[config.mk]
export PLATFORM = sky130hd
export DESIGN_NAME = ixu_fwd_unit
export DESIGN_NICKNAME = d
export VERILOG_FILES = /design/src/rtl/ixu_pkg.sv /design/src/rtl/ixu_fwd_select.sv /design/src/rtl/ixu_fwd_unit.sv
export SDC_FILE = /design/constraint.sdc
export NUM_CORES = 1
export LEC_CHECK = 0
export CORE_ASPECT_RATIO = 1.25
export CORE_UTILIZATION = 49
export CTS_CLUSTER_SIZE = 30
export DETAILED_ROUTE_END_ITERATION = 6
export PLACE_DENSITY = 0.8
export SYNTH_ARGS = -nofsm -noshare
export SYNTH_HDL_FRONTEND = slang
export SYNTH_SLANG_ARGS = --single-unit
[constraint.sdc]
create_clock -name clk -period 2.79 [get_ports clk]
set_clock_uncertainty 0.15 [all_clocks]
set_input_delay 0.6975 -clock clk [delete_from_list [all_inputs] [get_ports clk]]
set_output_delay 0.6975 -clock clk [all_outputs]
set_load 0.02 [all_outputs]
[src/rtl/ixu_pkg.sv]
// Shared widths and pipeline-entry types for the integer execute forwarding slice.
package ixu_pkg;

  localparam int unsigned XLEN = 32;
  localparam int unsigned RA_W = 5;

  typedef struct packed {
    logic            valid;
    logic [RA_W-1:0] rd;
    logic [XLEN-1:0] data;
    logic            is_load;
  } ixu_stage_t;

  typedef struct packed {
    logic            sel;
    logic [XLEN-1:0] data;
  } ixu_fwd_t;

endpackage

[src/rtl/ixu_fwd_select.sv]
// Three-level forwarding priority match for one source operand; youngest producer wins.
module ixu_fwd_select
  import ixu_pkg::*;
(
  input  logic [RA_W-1:0] rs,
  input  logic            used,
  input  logic            ex_ok,
  input  logic [RA_W-1:0] ex_rd,
  input  logic [XLEN-1:0] ex_data,
  input  logic            m_valid,
  input  logic [RA_W-1:0] m_rd,
  input  logic [XLEN-1:0] m_data,
  input  logic            w_valid,
  input  logic [RA_W-1:0] w_rd,
  input  logic [XLEN-1:0] w_data,
  output ixu_fwd_t        fwd
);

  always_comb begin
    fwd = '0;
    if (used) begin
      if (ex_ok && (ex_rd == rs)) begin
        fwd.sel  = 1'b1;
        fwd.data = ex_data;
      end else if (m_valid && (m_rd == rs)) begin
        fwd.sel  = 1'b1;
        fwd.data = m_data;
      end else if (w_valid && (w_rd == rs)) begin
        fwd.sel  = 1'b1;
        fwd.data = w_data;
      end
    end
  end

endmodule

[src/rtl/ixu_fwd_unit.sv]
// Per-slot M/W result history, registered operand forwarding, load-use stall and writeback port.
module ixu_fwd_unit #(
  parameter int unsigned XLEN = 32,
  parameter int unsigned RA_W = 5
) (
  input  logic            clk,
  input  logic            rst_n,
  input  logic            ex_valid,
  input  logic            ex_is_nop,
  input  logic            ex_is_load,
  input  logic [RA_W-1:0] ex_rd,
  input  logic [XLEN-1:0] ex_result,
  input  logic [XLEN-1:0] mem_load_data,
  input  logic [RA_W-1:0] id_rs1,
  input  logic [RA_W-1:0] id_rs2,
  input  logic            id_rs1_used,
  input  logic            id_rs2_used,
  input  logic            flush,
  output logic            stall,
  output logic            is_rs1_fwd,
  output logic            is_rs2_fwd,
  output logic [XLEN-1:0] rs1_fwd_data,
  output logic [XLEN-1:0] rs2_fwd_data,
  output logic            wb_valid,
  output logic [RA_W-1:0] wb_rd,
  output logic [XLEN-1:0] wb_data
);

  import ixu_pkg::*;

  ixu_stage_t      m_q;
  logic            w_valid_q;
  logic [RA_W-1:0] w_rd_q;
  logic [XLEN-1:0] w_data_q;
  ixu_fwd_t        f1_q, f2_q, f1_c, f2_c;

  logic            ex_qual, ex_alu;
  logic [XLEN-1:0] m_data;

  assign ex_qual = ex_valid & ~ex_is_nop & (ex_rd != '0);
  assign ex_alu  = ex_qual & ~ex_is_load;
  // A load in M resolves to the memory data arriving this cycle.
  assign m_data  = m_q.is_load ? mem_load_data : m_q.data;

  assign stall = ~flush & ex_qual & ex_is_load &
                 ((id_rs1_used & (ex_rd == id_rs1)) | (id_rs2_used & (ex_rd == id_rs2)));

  ixu_fwd_select u_sel_rs1 (
    .rs      (id_rs1),
    .used    (id_rs1_used),
    .ex_ok   (ex_alu),
    .ex_rd   (ex_rd),
    .ex_data (ex_result),
    .m_valid (m_q.valid),
    .m_rd    (m_q.rd),
    .m_data  (m_data),
    .w_valid (w_valid_q),
    .w_rd    (w_rd_q),
    .w_data  (w_data_q),
    .fwd     (f1_c)
  );

  ixu_fwd_select u_sel_rs2 (
    .rs      (id_rs2),
    .used    (id_rs2_used),
    .ex_ok   (ex_alu),
    .ex_rd   (ex_rd),
    .ex_data (ex_result),
    .m_valid (m_q.valid),
    .m_rd    (m_q.rd),
    .m_data  (m_data),
    .w_valid (w_valid_q),
    .w_rd    (w_rd_q),
    .w_data  (w_data_q),
    .fwd     (f2_c)
  );

  always_ff @(posedge clk or negedge rst_n) begin
    if (!rst_n) begin
      m_q       <= '0;
      w_valid_q <= 1'b0;
      w_rd_q    <= '0;
      w_data_q  <= '0;
      f1_q      <= '0;
      f2_q      <= '0;
    end else if (flush) begin
      m_q       <= '0;
      w_valid_q <= 1'b0;
      w_rd_q    <= '0;
      w_data_q  <= '0;
      f1_q      <= '0;
      f2_q      <= '0;
    end else begin
      m_q.valid   <= ex_qual;
      m_q.rd      <= ex_rd;
      m_q.data    <= ex_result;
      m_q.is_load <= ex_is_load;
      w_valid_q   <= m_q.valid;
      w_rd_q      <= m_q.rd;
      w_data_q    <= m_data;
      // A stalled consumer enters EX as a bubble with no forwarding.
      f1_q        <= stall ? '0 : f1_c;
      f2_q        <= stall ? '0 : f2_c;
    end
  end

  assign is_rs1_fwd   = f1_q.sel;
  assign rs1_fwd_data = f1_q.data;
  assign is_rs2_fwd   = f2_q.sel;
  assign rs2_fwd_data = f2_q.data;
  assign wb_valid     = w_valid_q;
  assign wb_rd        = w_rd_q;
  assign wb_data      = w_data_q;

endmodule

==> flow_summary.json <==
{
  "clock-sinks": 143,
  "violations": "design-rule violations",
  "fp-row-count": 49,
  "synth_seq_area_share": 0.484,
  "max_freq_mhz": 360,
  "postSynthCellCount": 640,
  "drive_gt1_frac": 0.247,
  "io_buffers": 191,
  "cellLeakagePower_nw": 4.04,
  "critPathMaxFanout": 2,
  "nets": 929,
  "hpwl_mm": 14.7,
  "ant_nets": 0,
  "drt-vias-per-instance": 6.14,
  "numCtsBuffers": 17,
  "cts.htree.levels": 4,
  "peakVddDrop_uv": 346,
  "finalPower_mw": 5.40,
  "setup-tns-final_ns": 0,
  "clk_pin_slew_ns": 0.06,
  "startpoint_type": "input pin",
  "insertion_delay_ns": 0.43,
  "ys_ff_latch": 143,
  "grt_pass1_vias": 6841,
  "finalCritPeriodShare": 0.996,
  "critPathKind": "in -> out",
  "min_path_type": "in -> async",
  "initial_utilization": 0.509,
  "drt-pass1-iter-count": 7,
  "place_congestion": 0.844,
  "dp.cells": 995,
  "dieArea_um2": 15600,
  "required_ns": 1.94,
  "register_area_um2": 3580,
  "drt-initial-drc-count": 347,
  "ff2ff_path_depth": 7,
  "maxCapViolations": 0,
  "core_area_um2": 14500,
  "period_minus_slack_ns": 2.78,
  "timing_worst_slew_pin_value_ns": 0.820,
  "end_kind": "output pin",
  "layout_setup_ws_ns": 0.0124,
  "remaining_drc_errors": 13,
  "layout.cells.non_filler": 1032,
  "io_pins": 192,
  "synth_flop_cell": "dfrtp_1",
  "grt_use_total": 0.299,
  "synth_edf_count": 0,
  "hold_buffers": 0,
  "root_buffer": "clkbuf_16",
  "yosys_warnings": 0,
  "avgSynthCellArea_um2": 11.6,
  "wl_per_cell_um": 22.0,
  "cts_tree": "yes",
  "multi_input_area_um2": 3490,
  "antenna_cells": 0,
  "clockBufferDepth": 2,
  "grt_max_degree": 61,
  "maxSlewViolCount": 0,
  "reg2reg_slack_ns": 0.53,
  "die_w_um": 112,
  "slew_headroom": 0.453,
  "pre_cts_ws_ns": -0.673,
  "syn2layout_area_growth_pct": 42.2,
  "vias": 6336,
  "antenna_found_initial": 0,
  "syn_area_um2": 7390,
  "synthDistinctLibCells": 32,
  "die_h_um": 139,
  "grt_pass1_wl_mm": 35.8,
  "outcome": "finished with violations",
  "async_reset_ff_frac": 1.00,
  "hold_viol": 0,
  "nFillCells": 1004,
  "power_density_nw_per_um2": 513,
  "synth_nets": 727,
  "totalWireLength_mm": 22.7,
  "setup_viol": 0,
  "fin_hold_ws_ns": 0.0250,
  "worstPathArrival_ns": 1.93,
  "grt_overflow": 0
}
==> registers in the layout, summed over array words and instances, names as in the netlist <==
name / cells
rs1_fwd_data: 32
m_q: 39
wb_rd: 5
rs2_fwd_data: 32
wb_valid: 1
is_rs2_fwd: 1
wb_data: 32
is_rs1_fwd: 1
==> cell usage in the layout, fill, tap and decap left out, types with 5 or more instances in the layout <==
cell type / n
dlygate4sd2_1: 11
a2111oi_2: 59
xnor2_2: 5
clkbuf_16: 17
nand2_1: 67
buf_12: 14
bufinv_16: 5
o211ai_1: 34
buf_6: 8
dfrtp_1: 142
nor2_1: 35
o211ai_2: 30
clkdlybuf4s50_1: 173
nand3_1: 67
nor2b_1: 42
xor2_1: 16
mux2i_1: 32
xnor2_1: 9
buf_4: 42
==> routing by layer <==
| layer | up-vias | track usage | wire, um |
|---|---|---|---|
| li1 | 2744 | - | - |
| met1 | 3169 | 0.337 | 8270 |
| met2 | 356 | 0.520 | 11900 |
| met3 | 67 | 0.0675 | 1770 |
| met4 | 0 | 0.171 | 715 |
| met5 | - | 0 | 0 |
==> cell families (layout without fill, tap and decap cells) <==
family / count (synthesis) / after routing / share of synthesized area
and+or+nand+nor: 231 / 231 / 0.157
DFF: 143 / 143 / 0.484
AOI/OAI and AO/OA: 133 / 133 / 0.223
buffers and inverters: 71 / 285 / 0.0574
muxes: 32 / 32 / 0.0433
xor gates and xnor gates: 30 / 30 / 0.0355
==> worst max-delay path: stages <==
cell	delay [ns]
clkdlybuf4s50_1	0.56
nor2b_2	0.27
o2111a_4	0.28
buf_6	0.12
==> path summary, 6_finish.rpt <==
kind                                          to       start
worst max-delay path                       stall  ex_is_load
worst min-delay path                     m_q[37]       rst_n
worst max register to register  rs1_fwd_data[23]    wb_rd[3]
worst min register to register       wb_data[20]     m_q[21]
max in group asynchronous            wb_data[21]       rst_n
min in group clk                     wb_data[20]     m_q[21]
==> synth_stat cells, types with 15 or more instances <==
master / number / area, um^2
o211ai_2: 30 / 375
xor2_1: 16 / 140
nor2_1: 36 / 135
nand2_1: 67 / 251
dfrtp_1: 143 / 3580
buf_6: 15 / 169
o211ai_1: 34 / 255
nand3_1: 67 / 335
clkbuf_1: 33 / 124
nor2b_1: 43 / 269
a2111oi_2: 60 / 901
mux2i_1: 32 / 320
==> layout make-up <==
type                    count  area share
multi-input cells         426       0.332
flip-flops and latches    143       0.341
clock buffers              21      0.0457
clock inverters            10      0.0174
inverters                   2    0.000714
repair buffers            252       0.242
well taps                 178      0.0212
==> power breakdown <==
part	switching [mW]	internal (mW)	total, mW
registers	0.0492	2.13	2.18
clock network	0.870	1.67	2.54
logic	0.362	0.310	0.672
==> through the flow <==
step / utilization / cell area (um^2)
after floorplan: - / 7390
after global placement: 0.668 / 9700
after detailed placement: 0.668 / 9700
after CTS: 0.717 / 10400
after global routing: 0.724 / 10500
final: 0.724 / 10500
==> repair_timing <==
action                                  4_1_cts  5_1_grt
endpoints found under the setup margin       66       44
pin swaps                                     8        7
endpoints found under the hold margin         0        0
resized for setup                            26       16
buffers inserted                              4        2
(Power assumes the default switching activity.)
